`src/rtl/fifo_pkg.sv`:
```
// Shared types and helpers for the parametrised synchronous FIFO.
//   fifo_mode_e  : read-port behaviour (registered read or first-word-fall-through)
//   DefaultWidth : default data word width
//   addr_w()     : memory address width for a given depth
package fifo_pkg;

  typedef enum logic [0:0] {
    FIFO_STD  = 1'b0,
    FIFO_FWFT = 1'b1
  } fifo_mode_e;

  localparam int unsigned DefaultWidth = 8;

  function automatic int unsigned addr_w(input int unsigned depth);
    return $clog2(depth);
  endfunction

endpackage

```
`src/rtl/sync_fifo_param_if.sv`:
```
// Producer/consumer bus of sync_fifo_param.
//   master : the side that pushes and pops (drives wr_en, wdata, rd_en)
//   slave  : the FIFO (drives rdata, status flags, error pulses and count)
interface sync_fifo_param_if
  import fifo_pkg::*;
#(
  parameter int unsigned WIDTH = DefaultWidth,
  parameter int unsigned DEPTH = 16
) ();

  localparam int unsigned CntW = addr_w(DEPTH) + 1;

  logic             wr_en;
  logic [WIDTH-1:0] wdata;
  logic             rd_en;
  logic [WIDTH-1:0] rdata;
  logic             full;
  logic             empty;
  logic             almost_full;
  logic             almost_empty;
  logic             overflow;
  logic             underflow;
  logic [CntW-1:0]  count;

  modport master (
    output wr_en, wdata, rd_en,
    input  rdata, full, empty, almost_full, almost_empty, overflow, underflow, count
  );

  modport slave (
    input  wr_en, wdata, rd_en,
    output rdata, full, empty, almost_full, almost_empty, overflow, underflow, count
  );

endinterface

```
`src/rtl/fifo_mem.sv`:
```
// Simple dual-port register-array RAM for the FIFO.
//   clk_i          : clock
//   rst_ni         : synchronous active-low reset (clears only the read register)
//   we_i, waddr_i, wdata_i : write port
//   re_i, raddr_i  : read port; re_i loads the read register when AsyncRead=0
//   rdata_o        : registered read data, or mem[raddr_i] directly when AsyncRead=1
module fifo_mem #(
  parameter int unsigned Width     = 8,
  parameter int unsigned Depth     = 16,
  parameter int unsigned AddrW     = 4,
  parameter bit          AsyncRead = 1'b0
) (
  input  logic             clk_i,
  input  logic             rst_ni,
  input  logic             we_i,
  input  logic [AddrW-1:0] waddr_i,
  input  logic [Width-1:0] wdata_i,
  input  logic             re_i,
  input  logic [AddrW-1:0] raddr_i,
  output logic [Width-1:0] rdata_o
);

  // Storage is intentionally not reset.
  logic [Width-1:0] mem_q [Depth];

  always_ff @(posedge clk_i) begin
    if (we_i) begin
      mem_q[waddr_i] <= wdata_i;
    end
  end

  if (AsyncRead) begin : g_async_rd
    logic unused_async;
    assign unused_async = ^{rst_ni, re_i};
    assign rdata_o = mem_q[raddr_i];
  end else begin : g_sync_rd
    logic [Width-1:0] rdata_d, rdata_q;

    // Holds its value unless a read is accepted.
    always_comb begin
      rdata_d = rdata_q;
      if (re_i) begin
        rdata_d = mem_q[raddr_i];
      end
    end

    always_ff @(posedge clk_i) begin
      if (!rst_ni) begin
        rdata_q <= '0;
      end else begin
        rdata_q <= rdata_d;
      end
    end

    assign rdata_o = rdata_q;
  end

endmodule

```
`src/rtl/sync_fifo_param.sv`:
```
// Single-clock parametrised FIFO with standard or first-word-fall-through read,
// occupancy count and programmable almost-full/almost-empty thresholds.
//   clk : clock, everything sampled on posedge
//   res : synchronous active-low reset
//   bus : slave side of sync_fifo_param_if (wr_en/wdata/rd_en in; rdata, full,
//         empty, almost_full, almost_empty, overflow, underflow, count out)
module sync_fifo_param
  import fifo_pkg::*;
#(
  parameter int unsigned WIDTH    = DefaultWidth,
  parameter int unsigned DEPTH    = 16,
  parameter fifo_mode_e  MODE     = FIFO_STD,
  parameter int unsigned AF_LEVEL = DEPTH - 2,
  parameter int unsigned AE_LEVEL = 2
) (
  input logic              clk,
  input logic              res,
  sync_fifo_param_if.slave bus
);

  localparam int unsigned AddrW = addr_w(DEPTH);
  localparam int unsigned CntW  = AddrW + 1;

  localparam logic [CntW-1:0] DepthC = CntW'(DEPTH);
  localparam logic [CntW-1:0] AfC    = CntW'(AF_LEVEL);
  localparam logic [CntW-1:0] AeC    = CntW'(AE_LEVEL);

  if ((DEPTH < 4) || ((DEPTH & (DEPTH - 1)) != 0)) begin : g_bad_depth
    $fatal(1, "sync_fifo_param: DEPTH must be a power of 2 and >= 4");
  end
  if (AF_LEVEL > DEPTH) begin : g_bad_af
    $fatal(1, "sync_fifo_param: AF_LEVEL must not exceed DEPTH");
  end
  if (AE_LEVEL >= DEPTH) begin : g_bad_ae
    $fatal(1, "sync_fifo_param: AE_LEVEL must be below DEPTH");
  end

  // Pointers carry an extra wrap bit; only the low bits address memory.
  logic [AddrW:0]  wr_ptr_d, wr_ptr_q;
  logic [AddrW:0]  rd_ptr_d, rd_ptr_q;
  logic [CntW-1:0] count_d, count_q;
  logic            full_d, full_q;
  logic            empty_d, empty_q;
  logic            afull_d, afull_q;
  logic            aempty_d, aempty_q;
  logic            ovf_d, ovf_q;
  logic            udf_d, udf_q;

  logic wr_acc, rd_acc;

  // Acceptance uses registered flags, so a full FIFO still pops on rd+wr and an
  // empty one still pushes on rd+wr.
  assign wr_acc = bus.wr_en & ~full_q;
  assign rd_acc = bus.rd_en & ~empty_q;

  always_comb begin
    wr_ptr_d = wr_ptr_q;
    rd_ptr_d = rd_ptr_q;
    count_d  = count_q;
    if (wr_acc) begin
      wr_ptr_d = wr_ptr_q + (AddrW + 1)'(1);
    end
    if (rd_acc) begin
      rd_ptr_d = rd_ptr_q + (AddrW + 1)'(1);
    end
    unique case ({wr_acc, rd_acc})
      2'b10:   count_d = count_q + CntW'(1);
      2'b01:   count_d = count_q - CntW'(1);
      default: count_d = count_q;
    endcase
    full_d   = (count_d == DepthC);
    empty_d  = (count_d == '0);
    afull_d  = (count_d >= AfC);
    aempty_d = (count_d <= AeC);
    ovf_d    = bus.wr_en & full_q;
    udf_d    = bus.rd_en & empty_q;
  end

  always_ff @(posedge clk) begin
    if (!res) begin
      wr_ptr_q <= '0;
      rd_ptr_q <= '0;
      count_q  <= '0;
      full_q   <= 1'b0;
      empty_q  <= 1'b1;
      afull_q  <= (AF_LEVEL == 0);
      aempty_q <= 1'b1;
      ovf_q    <= 1'b0;
      udf_q    <= 1'b0;
    end else begin
      wr_ptr_q <= wr_ptr_d;
      rd_ptr_q <= rd_ptr_d;
      count_q  <= count_d;
      full_q   <= full_d;
      empty_q  <= empty_d;
      afull_q  <= afull_d;
      aempty_q <= aempty_d;
      ovf_q    <= ovf_d;
      udf_q    <= udf_d;
    end
  end

  fifo_mem #(
    .Width     (WIDTH),
    .Depth     (DEPTH),
    .AddrW     (AddrW),
    .AsyncRead (MODE == FIFO_FWFT)
  ) u_mem (
    .clk_i   (clk),
    .rst_ni  (res),
    .we_i    (wr_acc & res),
    .waddr_i (wr_ptr_q[AddrW-1:0]),
    .wdata_i (bus.wdata),
    .re_i    (rd_acc),
    .raddr_i (rd_ptr_q[AddrW-1:0]),
    .rdata_o (bus.rdata)
  );

  assign bus.count        = count_q;
  assign bus.full         = full_q;
  assign bus.empty        = empty_q;
  assign bus.almost_full  = afull_q;
  assign bus.almost_empty = aempty_q;
  assign bus.overflow     = ovf_q;
  assign bus.underflow    = udf_q;

endmodule

```
`src/flat_wrapper.sv`:
```
// flat-port wrapper written by rule: the top's interface ports become plain ports
module sync_fifo_param_flat import fifo_pkg::*;
#(
  parameter int unsigned WIDTH    = DefaultWidth,
  parameter int unsigned DEPTH    = 16,
  parameter fifo_mode_e  MODE     = FIFO_STD,
  parameter int unsigned AF_LEVEL = DEPTH - 2,
  parameter int unsigned AE_LEVEL = 2
)
  (clk, res, bus_wr_en, bus_wdata, bus_rd_en, bus_rdata, bus_full, bus_empty, bus_almost_full, bus_almost_empty, bus_overflow, bus_underflow, bus_count);
  sync_fifo_param_if #(.WIDTH(WIDTH), .DEPTH(DEPTH)) bus_i ();
  input logic clk;
  input logic res;
  input wire logic [$bits(bus_i.wr_en)-1:0] bus_wr_en;
  input wire logic [$bits(bus_i.wdata)-1:0] bus_wdata;
  input wire logic [$bits(bus_i.rd_en)-1:0] bus_rd_en;
  output wire logic [$bits(bus_i.rdata)-1:0] bus_rdata;
  output wire logic [$bits(bus_i.full)-1:0] bus_full;
  output wire logic [$bits(bus_i.empty)-1:0] bus_empty;
  output wire logic [$bits(bus_i.almost_full)-1:0] bus_almost_full;
  output wire logic [$bits(bus_i.almost_empty)-1:0] bus_almost_empty;
  output wire logic [$bits(bus_i.overflow)-1:0] bus_overflow;
  output wire logic [$bits(bus_i.underflow)-1:0] bus_underflow;
  output wire logic [$bits(bus_i.count)-1:0] bus_count;
  assign bus_i.wr_en = bus_wr_en;
  assign bus_i.wdata = bus_wdata;
  assign bus_i.rd_en = bus_rd_en;
  assign bus_rdata = bus_i.rdata;
  assign bus_full = bus_i.full;
  assign bus_empty = bus_i.empty;
  assign bus_almost_full = bus_i.almost_full;
  assign bus_almost_empty = bus_i.almost_empty;
  assign bus_overflow = bus_i.overflow;
  assign bus_underflow = bus_i.underflow;
  assign bus_count = bus_i.count;
  sync_fifo_param #(.WIDTH(WIDTH), .DEPTH(DEPTH), .MODE(MODE), .AF_LEVEL(AF_LEVEL), .AE_LEVEL(AE_LEVEL)) u_core (.clk(clk), .res(res), .bus(bus_i));
endmodule
```
`config.mk`:
```
export PLATFORM = sky130hd
export DESIGN_NAME = sync_fifo_param_flat
export DESIGN_NICKNAME = d
export VERILOG_FILES = /design/src/rtl/fifo_pkg.sv /design/src/rtl/sync_fifo_param_if.sv /design/src/rtl/fifo_mem.sv /design/src/rtl/sync_fifo_param.sv /design/src/flat_wrapper.sv
export SDC_FILE = /design/constraint.sdc
export NUM_CORES = 1
export LEC_CHECK = 0
export CAP_MARGIN = 20
export CORE_ASPECT_RATIO = 1.5
export CORE_MARGIN = 5
export CORE_UTILIZATION = 40
export CTS_CLUSTER_SIZE = 30
export DETAILED_ROUTE_END_ITERATION = 6
export GPL_TIMING_DRIVEN = 0
export PLACE_DENSITY_LB_ADDON = 0.08
export SLEW_MARGIN = 20
export SYNTH_ARGS = -nofsm -noshare
export SYNTH_HDL_FRONTEND = slang
export SYNTH_SLANG_ARGS = --single-unit
```
`constraint.sdc`:
```
create_clock -name clk -period 2.6 [get_ports clk]
set_clock_uncertainty 0.05 [all_clocks]
set_input_delay 0.26 -clock clk [delete_from_list [all_inputs] [get_ports clk]]
set_output_delay 0.26 -clock clk [all_outputs]
set_load 0.005 [all_outputs]
```
==> metrics.md, run 1 <==
| Metric | Value |
|---|---|
| Vias per cell | `between 5 and 6` |
| Worst slew margin | `between 20% and 30%` |
| Post-Synth Adder-Cell Area | `1.39%` |
| Layout cells sized above 1 | `24.4%` |
| Final core utilization | `between 40% and 50%` |
| Mapped cell area | `between 6000 and 7000 um2` |
| Die footprint | `approximately 18000 um2` |
| Final HPWL DP | `9720 um` |
| CP arrival | `between 2 and 3 ns` |
| R2r startpoint | `u_core.bus.full` |
| Worst-path maximum fanout | `10` |
| Period minus WS final | `between 2 and 3 ns` |
| Clock buffer depth | `2` |
| Post-synth ARST share | `0%` |
| RSZ-0062 raised after global routing | `false` |
| Switching share of power | `between 20% and 30%` |
| Status | `completed` |
| Syn Nets | `between 300 and 400` |
| Yosys reg bits | `roughly 160` |
| Internal power | `4870 uW` |
| Die X | `between 100 and 150 um` |
| Setup TNS | `0 ns` |
| Largest family of logic cells by synthesized area | `multiplexers` |
| Placer congestion estimate | `0.746` |
| Clock slew seen by the registers of the worst setup and hold paths | `around 0.060 ns` |
| TritonCTS Buffers | `17` |
| Crit end category | `flop` |
| Syn avg cell area | `around 18 um2` |
| Post-synthesis cell type count | `between 40 and 50` |
| Final nets | `416` |
| Global-route wire length before repair | `between 20000 and 25000 um` |
| Vias in the first global route | `about 3500` |
| Reg power frac | `43.4%` |
| H-tree depth | `4` |
| Slew @ Worst Pin | `1.05 ns` |
| LEAKAGE | `between 0.002 and 0.0025 uW` |
| Initial Utilization | `40.6%` |
| Hold_buf cts | `0` |
| First-pass DRT Iterations | `4` |
| Combinational group share of total power | `between 20% and 30%` |
| Clk root buf | `clkbuf_16` |
| DRC | `0` |
| F_max | `around 400 MHz` |
| NetSw | `around 1700 uW` |
| Inserted Diodes | `0` |
| Hold_sp | `u_core.u_mem.rdata_o[0]` |
| Post-Syn Instances | `349` |
| Compound-gate portion of the synthesized area | `3.75%` |
| Rows | `56` |
| Worst setup path category | `in2reg` |
| Area leader, netlist | `edfxtp_1` |
| Die H | `between 150 and 200 um` |
| Routed length per instance | `between 20 and 25 um` |
| Yosys top cell area share | `60.9%` |
| Vias | `approximately 3200` |
| Final Hold Viols | `0` |
| Core box area | `15600 um2` |
| Final setup vio count | `0` |
| Routed wire length | `14200 um` |
| Starting DRT DRC Count | `265` |
| Type of origin of the critical path | `primary input` |
| Commonest cells in the netlist | `128 x edfxtp_1, 40 x mux4_2, 28 x nand2_1` |
| Area Growth Syn to Fin | `18.8%` |
| Post-synth EDFFs | `128` |
| Crit share post-route | `a little over nine tenths` |
| Final Max Tran Viols | `0` |
| Setup crit start | `bus_wr_en` |
| Worst skew pair latency | `roughly 0.41 ns` |
| Post-DRT Antenna Nets | `0` |
| Post-Synth XOR/XNOR Area | `under 10%` |
| Dominant synthesized flop cell | `edfxtp_1` |
| Post-CTS Setup Bufs | `0` |
| Max-Cap Viols | `0` |
| Synth Area in Simple Gates | `under 10%` |
| GRT Util Overall | `16.3%` |
| Mux share of post-synthesis cell area | `between 10 and 15%` |
| Post-route insts no fill | `~600` |
| PortBufs | `30` |
| Hold crit path type | `reg2reg` |
| Count leader, synth | `edfxtp_1` |
| IO Count | `31` |
| Gr ovfl total | `0` |
| CTS tree | `done` |
| Synth warn | `0` |
| Antenna violations before repair | `0` |
| Largest cells by area after synthesis | `edfxtp_1 61%, mux4_2 14%, dfxtp_1 8.6%` |
| Largest net degree at the start of global routing | `17` |
| Placed Cells | `a little under 600` |
| Sequential area share after synthesis | `between 60 and 70%` |
| Clock share of power | `between 30% and 40%` |
| Clock net sink count | `roughly 160` |
| Maximum VDD drop | `around 0.42 mV` |
| Pwr dens | `just under 900 nW/um2` |
| Hold WS | `~0.42 ns` |
| CP Data Required Time | `approximately 2.8 ns` |
| FILL cells | `1344` |
==> critical path: stages <==
cell and delay, ns:
clkdlybuf4s50_1 0.47, nor2b_4 0.14, buf_6 0.17, nor2_8 0.06, xnor2_1 0.15, ha_2 0.25
nor2b_2 0.18, o21ai_0 0.12, a211oi_2 0.29, xor2_1 0.14, and2_4 0.20, a311o_1 0.30
==> cell type report <==
type,instances,area (um2),share of cell area [%]
sequential,155,4390,58.5
inverter,7,27.5,0.367
clock inverter,14,145,1.93
tap,203,254,3.39
timing repair buffer,30,300,4.00
buffer,17,92.6,1.23
multi-input combinational,169,1870,24.9
clock buffer,18,429,5.72
==> worst paths after layout <==
path              slack [ns]  cells past startpoint                      end
setup reg to reg        0.09                     11   u_core.bus.almost_full
hold / removal          0.42                      2  u_core.u_mem.rdata_o[0]
setup / recovery        0.08                     12   u_core.bus.almost_full
hold reg to reg         0.42                      2  u_core.u_mem.rdata_o[0]
==> state kept, by name, summed over array words and instances (netlist names) <==
signal,flops
u_core.u_mem.mem_q,128
u_core.rd_ptr_q,4
u_core.bus.empty,1
u_core.bus.full,1
u_core.u_mem.rdata_o,8
u_core.bus.overflow,1
u_core.bus.almost_full,1
u_core.bus.underflow,1
u_core.wr_ptr_q,4
u_core.bus.almost_empty,1
u_core.bus.count,5
==> power by group through the flow <==
stage                     clock network (uW)  logic, uW  registers [uW]
final                                   2410       1340            2870
after global routing                    2540       1440            2880
after CTS                               2440       1340            2870
after detailed placement                   0       1290            2920
after global placement                     0       1280            2910
after floorplan                            0        834            2910
==> per-layer routing <==
layer  part of all wire [%]  GRT usage, %  vias up
li1                       -             -     1467
met1                     36          17.5     1663
met2                     58          31.0       67
met3                    3.1          2.88       21
met4                    3.0          7.27        0
met5                      0             0        -
==> repair_timing <==
item                                   4_1_cts  5_1_grt
resized for setup                           13        7
endpoints found under the hold margin        0        0
setup endpoints to repair                   13       12
pin swaps                                    2        3
==> placed cells by master (no fill, tap or decap), types with 4 or more instances in the layout <==
| master | netlist | layout |
|---|---|---|
| edfxtp_1 | 128 | 128 |
| ha_1 | 7 | 5 |
| nor2_1 | 18 | 18 |
| dfxtp_1 | 27 | 26 |
| inv_1 | 5 | 5 |
| clkinvlp_4 | 0 | 4 |
| a21boi_0 | 10 | 10 |
| clkbuf_1 | 9 | 8 |
| xnor2_1 | 11 | 11 |
| nand2_1 | 28 | 28 |
| clkdlybuf4s50_1 | 0 | 30 |
| and2_1 | 11 | 10 |
| mux4_2 | 40 | 40 |
| clkbuf_16 | 0 | 17 |
==> kinds of logic (layout without fill, tap and decap cells) <==
kind of cell    after synthesis  in the layout
buf+inv                      25             86
mux                          41             41
xor+xnor                     14             14
simple gates                 81             81
flops                       155            155
fa+ha+maj                     7              7
compound gates               26             26
==> stage by stage <==
stage          cell area, um2  setup slack, ns  power, uW
2_1_floorplan            6310           0.0823       3740
3_3_place_gp             6870           -0.871       4190
3_5_place_dp             6870           -0.871       4210
4_1_cts                  7490          0.00596       6650
5_1_grt                  7500           0.0202       6870
6_report                 7500           0.0842       6610
No activity file was read; power rests on OpenSTA's default activity.
==> run 2, diff against run 1 <==
--- a/config.mk
+++ b/config.mk
@@ -5,6 +5,7 @@
 export SDC_FILE = /design/constraint.sdc
 export NUM_CORES = 1
 export LEC_CHECK = 0
+export ABC_AREA = 1
 export CAP_MARGIN = 20
 export CORE_ASPECT_RATIO = 1.5
 export CORE_MARGIN = 5
==> run 2 against run 1 <==
  * Clock-buffer cell count increased by 1
  * Critical endpoint is now u_core.bus.full
  * Global-route usage increased by 2.8 points
  * Fmax increased by 4.3%
  * Clock power increased by 6%
  * Area after synthesis increased by 0.77%
  * Sequential power decreased by 2%
  * Via count increased by 35%
  * Routed wire length increased by 21%
  * Register-to-register slack improved by 0.097 ns
  * Total power decreased by 6.0%
==> metrics.md, run 2 <==
| Metric | Value |
|---|---|
| Type of origin of the critical path | `flop` |
| Post-synth ARST share | `0% (unchanged)` |
| Register area | `4380 um2 (about the same)` |
| CP Data Required Time | `2.90 ns (+0.06 ns)` |
| Most common cell after layout, fill and taps aside | `edfxtp_1` |
| Final Hold Viols | `0 (unchanged)` |
| Post-CTS Setup Bufs | `0 (unchanged)` |
| Crit path cell chain | `nor2_8 -> buf_1 -> ha_1 -> o21ai_0 -> nand2_1 -> nor2_1 -> nand2_1 -> nor2_1` |
| Slew @ Worst Pin | `0.963 ns (-0.0852 ns)` |
| Post-synthesis cell type count | `33 (-31%)` |
| Syn Nets | `568 (+54%)` |
| Vias | `4356 (+35%)` |
| Period minus WS final | `2.41 ns (-0.103 ns)` |
| Max-Cap Viols | `0 (unchanged)` |
| Reg-to-reg setup timing slack | `0.19 ns (+0.10 ns)` |
| Worst path slowest cell | `buf_1` |
| Gr ovfl total | `0 (unchanged)` |
| Vias in the first global route | `4300 (+25%)` |
| Max reg flops | `128 (unchanged)` |
| Rows | `56 (unchanged)` |
| Final setup vio count | `0 (unchanged)` |
| Routed length per instance | `21.1 um (-8.8%)` |
| RSZ-0062 raised after global routing | `false` |
| Layout cells sized above 1 | `11.6% (-13 points)` |
| First-pass DRT Iterations | `5 (+1)` |
| IO Count | `31 (unchanged)` |
| Placer congestion estimate | `0.888 (+19%)` |
| Post-synth EDFFs | `128 (unchanged)` |
| Dominant synthesized flop cell | `edfxtp_1` |
| LEAKAGE | `0.00262 uW (+10%)` |
| Hold WS | `0.383 ns (-0.0352 ns)` |
| F_max | `414 MHz (+4.3%)` |
| Worst slew margin | `35.6% (+5.7 points)` |
| Reg2Reg Depth | `8 (-3)` |
| Initial Utilization | `40.7% (+0.13 points)` |
| Largest register by flop count | `u_core.u_mem.mem_q` |
| Area of the multi-input gates | `1720 um2 (-8.0%)` |
| Die X | `113 um (+0.35%)` |
| Core box area | `15600 um2 (+0.45%)` |
| Maximum VDD drop | `0.393 mV (-6.1%)` |
| Worst-path maximum fanout | `10 (unchanged)` |
| Crit-path leading delay family | `simple AND/OR/NAND/NOR gates` |
| Routed wire length | `17200 um (+21%)` |
| TritonCTS Buffers | `17 (unchanged)` |
| Yosys reg bits | `155 (unchanged)` |
| CP arrival | `2.71 ns (-0.05 ns)` |
| DRC | `0 (unchanged)` |
| Largest net degree at the start of global routing | `17 (unchanged)` |
| Worst setup endpoint | `u_core.bus.full` |
| Crit share post-route | `92.8% (-4.0 points)` |
| Final Max Tran Viols | `0 (unchanged)` |
| Die H | `164 um (+0.36%)` |
| WP buf/inv | `1 (-1)` |
| R2r startpoint | `u_core.bus.empty` |
| PortBufs | `30 (unchanged)` |
| Mapped cell area | `6360 um2 (+0.77%)` |
| Hold crit path type | `in2reg` |
| Final nets | `617 (+48%)` |
| Yosys top cell area share | `60.4% (-0.47 points)` |
| Vias per cell | `5.35 (+1.9%)` |
| Hold_sp | `bus_rd_en` |
| Capturing point of the worst reg2reg path | `u_core.bus.full` |
| FILL cells | `1367 (+1.7%)` |
| Starting DRT DRC Count | `281 (+6.0%)` |
| Syn avg cell area | `11.6 um2 (-36%)` |
| Worst setup path category | `reg2reg` |
| Cts repair resizes | `0 (-13)` |
| Clock net sink count | `155 (unchanged)` |
| CTS tree | `done` |
| Global-route wire length before repair | `25600 um (+19%)` |
| Inserted Diodes | `0 (unchanged)` |
| Clock slew seen by the registers of the worst setup and hold paths | `0.06 ns (about the same)` |
| Hold_buf cts | `0 (unchanged)` |
| Worst skew pair latency | `0.42 ns (about the same)` |
| Post-Syn Instances | `549 (+57%)` |
| Status | `completed` |
| Count leader, synth | `edfxtp_1` |
| Pwr dens | `825 nW/um2 (-6.4%)` |
| Final core utilization | `48.2% (about the same)` |
| Area Growth Syn to Fin | `18.4%` |
| Die footprint | `18600 um2 (+0.71%)` |
| Sequential area share after synthesis | `68.9% (-0.53 points)` |
| Setup crit start | `u_core.bus.empty` |
| Number of cells on the critical path | `8 (-4)` |
| Commonest cells in the netlist | `128 x edfxtp_1, 112 x nor2_1, 55 x o21ai_0` |
| Most frequent cells in the layout | `128 x edfxtp_1, 112 x nor2_1, 55 x o21ai_0` |
| Post-DRT Antenna Nets | `0 (unchanged)` |
| Critical Path Max Stage Delay | `0.48 ns (about the same)` |
| Clock buffer depth | `2 (unchanged)` |
| Synth warn | `0 (unchanged)` |
| Largest cells by area after synthesis | `edfxtp_1 60%, dfxtp_1 8.5%, nor2_1 6.6%` |
| GRT Util Overall | `19.1% (+2.8 points)` |
| Antenna violations before repair | `0 (unchanged)` |
| Hold-critical path depth | `3 (+1)` |
| Clk root buf | `clkbuf_16` |
| Area leader, netlist | `edfxtp_1` |
| Final HPWL DP | `11900 um (+22%)` |
| Crit end category | `flop` |
| H-tree depth | `4 (unchanged)` |
run 2: changes by cell type after synthesis, moves of 16 or more:
cell | before | now
inv_1 | 5 | 24
mux4_2 | 40 | 0
nand3_1 | 2 | 23
nor2_1 | 18 | 112
o21ai_0 | 1 | 55
o21ai_1 | 0 | 21
o221ai_1 | 0 | 16
o22ai_1 | 0 | 16
run 2: where the power goes:
group	internal, uW	switching, uW
logic	296	557
clock network	1570	986
registers	2760	50.3
total	4620	1590
run 2: metrics by stage:
step	setup slack (ns)	instance area [um2]	total power, uW	std cells	setup TNS, ns
2_1_floorplan	0.724	6360	3330	549	0
3_3_place_gp	-0.231	6920	3710	782	-8.27
3_5_place_dp	-0.238	6920	3720	782	-13.68
4_1_cts	0.157	7530	6260	814	0
5_1_grt	0.0133	7530	6450	814	0
6_report	0.187	7530	6210	814	0
run 2: how the worst min path moves through the flow:
stage | slack [ns] | endpoint
finish | 0.38 | u_core.bus.underflow
global route | 0.39 | u_core.bus.underflow
CTS | 0.38 | u_core.bus.underflow
detailed placement | 0.40 | u_core.bus.overflow
global placement | 0.40 | u_core.bus.overflow
floorplan | 0.31 | u_core.u_mem.mem_q[0][0]
run 2: worst min-delay path, delay by kind of cell:
family | cells | cell delay, ns
buffers and inverters | 1 | 0.43
and+or+nand+nor | 2 | 0.12
run 2: cells by family after synthesis:
logic type / Yosys count / synth area share, %
AOI/OAI and AO/OA: 125 / 11.6
adders and majority gates: 7 / 1.38
DFF: 155 / 68.9
and+or+nand+nor: 201 / 13.9
buffers and inverters: 60 / 4.09
xor gates and xnor gates: 1 / 0.138
run 2: cell type report:
class,instances,area share [%]
buffer,28,1.86
sequential,155,58.2
timing repair buffer,30,3.99
clock inverter,13,2.18
clock buffer,19,6.01
multi-input combinational,334,22.8
inverter,32,1.59
tap,203,3.37
run 2: metal layers:
metal | wire, um | GRT usage, %
met1 | 6750 | 21.7
met2 | 9370 | 35.8
met4 | 405 | 6.78
met5 | 0 | 0
met3 | 662 | 3.23
==> run 3, diff against run 2 <==
--- a/config.mk
+++ b/config.mk
@@ -14,6 +14,7 @@
 export DETAILED_ROUTE_END_ITERATION = 6
 export GPL_TIMING_DRIVEN = 0
 export PLACE_DENSITY_LB_ADDON = 0.08
+export SETUP_SLACK_MARGIN = 0.4
 export SLEW_MARGIN = 20
 export SYNTH_ARGS = -nofsm -noshare
 export SYNTH_HDL_FRONTEND = slang
==> run 3 against run 2 <==
  * Sequential share of layout area is 0.16 points lower
  * Setup slack better by 0.024 ns
  * Sequential power about the same
  * Fmax grew 1.0%
  * Register-to-register slack better by 0.37 ns
  * First-iteration DRC count fell by 6.8%
  * Critical endpoint is now u_core.u_mem.mem_q[4][4]
  * Clock-buffer cell count did not move
  * Sequential cell count unchanged
  * Core utilization increased by 0.14 points
  * Clock power hardly changed
  * Combinational power hardly changed
==> metrics.md, run 3 (synthesized netlist as in run 2, its figures left out) <==
| Metric | Value |
|---|---|
| Final Max Tran Viols | `0 (unchanged)` |
| Core box area | `15600 um2 (unchanged)` |
| M3 GR Usage | `3.23% (unchanged)` |
| Post-DRT Antenna Nets | `0 (unchanged)` |
| Type of origin of the critical path | `primary input` |
| Design Power | `6220 uW (+0.18%)` |
| H-tree depth | `4 (unchanged)` |
| Met1 Use GR | `21.6% (-0.12 points)` |
| Met2 usage | `35.9% (+0.081 points)` |
| Rows | `56 (unchanged)` |
| Initial Utilization | `40.7% (unchanged)` |
| WP buf/inv | `2 (+1)` |
| Gr ovfl total | `0 (unchanged)` |
| Largest net degree at the start of global routing | `17 (unchanged)` |
| Vias | `4346 (-0.23%)` |
| Period minus WS final | `2.39 ns (-0.0239 ns)` |
| First-pass DRT Iterations | `5 (unchanged)` |
| Clock slew seen by the registers of the worst setup and hold paths | `0.06 ns (about the same)` |
| Worst-path maximum fanout | `10 (unchanged)` |
| Crit end category | `flop` |
| F_max | `419 MHz (+1.0%)` |
| Max reg flops | `128 (unchanged)` |
| Clock net sink count | `155 (unchanged)` |
| Final core utilization | `48.4% (+0.14 points)` |
| Worst setup path category | `in2reg` |
| Vias in the first global route | `4299 (-0.023%)` |
| Largest register by flop count | `u_core.u_mem.mem_q` |
| Slew @ Worst Pin | `0.972 ns (+0.00893 ns)` |
| Final HPWL DP | `11900 um (unchanged)` |
| Vias per cell | `5.34 (-0.23%)` |
| GRT Util Overall | `19.1% (about the same)` |
| Placer congestion estimate | `0.888 (unchanged)` |
| Crit share post-route | `91.9% (-0.92 points)` |
| Post-route insts no fill | `814 (unchanged)` |
| Starting DRT DRC Count | `262 (-6.8%)` |
| Post-CTS Setup Bufs | `0 (unchanged)` |
| Max-Cap Viols | `0 (unchanged)` |
| Most common cell after layout, fill and taps aside | `edfxtp_1` |
| Routed wire length | `17200 um (+0.10%)` |
| Final Hold Viols | `0 (unchanged)` |
| Final setup vio count | `0 (unchanged)` |
| Clock buffer depth | `2 (unchanged)` |
| LEAKAGE | `0.00262 uW (+0.12%)` |
| CP arrival | `2.38 ns (-0.33 ns)` |
| IO Count | `31 (unchanged)` |
| Area Growth Syn to Fin | `18.7%` |
| Critical Path Max Stage Delay | `0.79 ns (+0.31 ns)` |
| Grt peak-use layer | `met2` |
| Die footprint | `18600 um2 (unchanged)` |
| Clk root buf | `clkbuf_16` |
| Hold crit path type | `in2reg` |
| DRC | `0 (unchanged)` |
| Setup TNS | `0 ns (unchanged)` |
| CP Data Required Time | `2.59 ns (-0.31 ns)` |
| Crit-path leading delay family | `buffers and inverters` |
| Status | `completed` |
| Die X | `113 um (unchanged)` |
| Worst path slowest cell | `nor2_1` |
| Hold_buf cts | `0 (unchanged)` |
| Antenna violations before repair | `0 (unchanged)` |
| Worst slew margin | `35.0% (-0.60 points)` |
| PortBufs | `30 (unchanged)` |
| Inserted Diodes | `0 (unchanged)` |
| Crit path cell chain | `clkdlybuf4s50_1 -> clkbuf_1 -> nand3_1 -> nor2_1` |
| Maximum VDD drop | `0.393 mV (about the same)` |
| Routed length per instance | `21.1 um (+0.10%)` |
| CTS tree | `done` |
| RSZ-0062 raised after global routing | `true` |
| Die H | `164 um (unchanged)` |
| Placed Cells | `782 (unchanged)` |
| Final nets | `617 (unchanged)` |
| TritonCTS Buffers | `17 (unchanged)` |
| Worst skew pair latency | `0.42 ns (about the same)` |
| Pwr dens | `824 nW/um2 (-0.10%)` |
| Layout cells sized above 1 | `12.9% (+1.3 points)` |
| Global-route wire length before repair | `25600 um (-0.11%)` |
| Most frequent cells in the layout | `128 x edfxtp_1, 105 x nor2_1, 54 x o21ai_0` |
-- run 3: cell counts in the layout (fill, tap and decap cells not counted) --
No cell type changed its count.
-- run 3: final cells by class --
cell class / instances / area (um2)
clock buffer: 19 / 453
multi-input combinational: 334 / 1740
buffer: 28 / 144
tap: 203 / 254
fill: 1368 / 8070
sequential: 155 / 4380
clock inverter: 13 / 164
timing repair buffer: 30 / 300
inverter: 32 / 120
-- run 3: path summary, 6_finish.rpt --
path | from | endpoint | slack [ns] | depth (start not counted)
worst max-delay path | res | u_core.u_mem.mem_q[4][4] | 0.21 | 4
worst min register to register | u_core.bus.full | u_core.bus.overflow | 0.41 | 2
worst min-delay path | bus_rd_en | u_core.bus.underflow | 0.38 | 3
worst max register to register | u_core.bus.empty | u_core.bus.empty | 0.56 | 12
-- run 3: through the flow --
stage | setup WS, ns | hold WS (ns) | cell area [um2]
floorplan | 0.724 | 0.309 | 6360
finish | 0.211 | 0.380 | 7550
detailed placement | -0.238 | 0.399 | 6920
CTS | 0.255 | 0.376 | 7550
global route | 0.166 | 0.392 | 7550
global placement | -0.231 | 0.397 | 6920
-- run 3: tightest hold or removal path, stage by stage --
cell and delay (ns):
clkdlybuf4s50_1 0.43, nand2_1 0.08, nor2_1 0.04
-- run 3: per-layer routing --
layer	part of all wire, %	up-vias
li1	-	2061
met1	39	2151
met2	55	115
met3	3.9	19
met4	2.1	0
met5	0	-
-- run 3: power breakdown --
part           switching (uW)  leakage (uW)  total, uW  internal (uW)
clock                     995      0.000290       2560           1570
combinational             557      0.000954        856            299
sequential               50.7       0.00137       2810           2760
total                    1600       0.00262       6220           4620
-- run 3: timing repair --
action / 4_1_cts / 5_1_grt
pin swaps: 0 / 0
gates cloned: 0 / 0
gates resized for setup: 6 / 5
setup endpoints to repair: 102 / 60
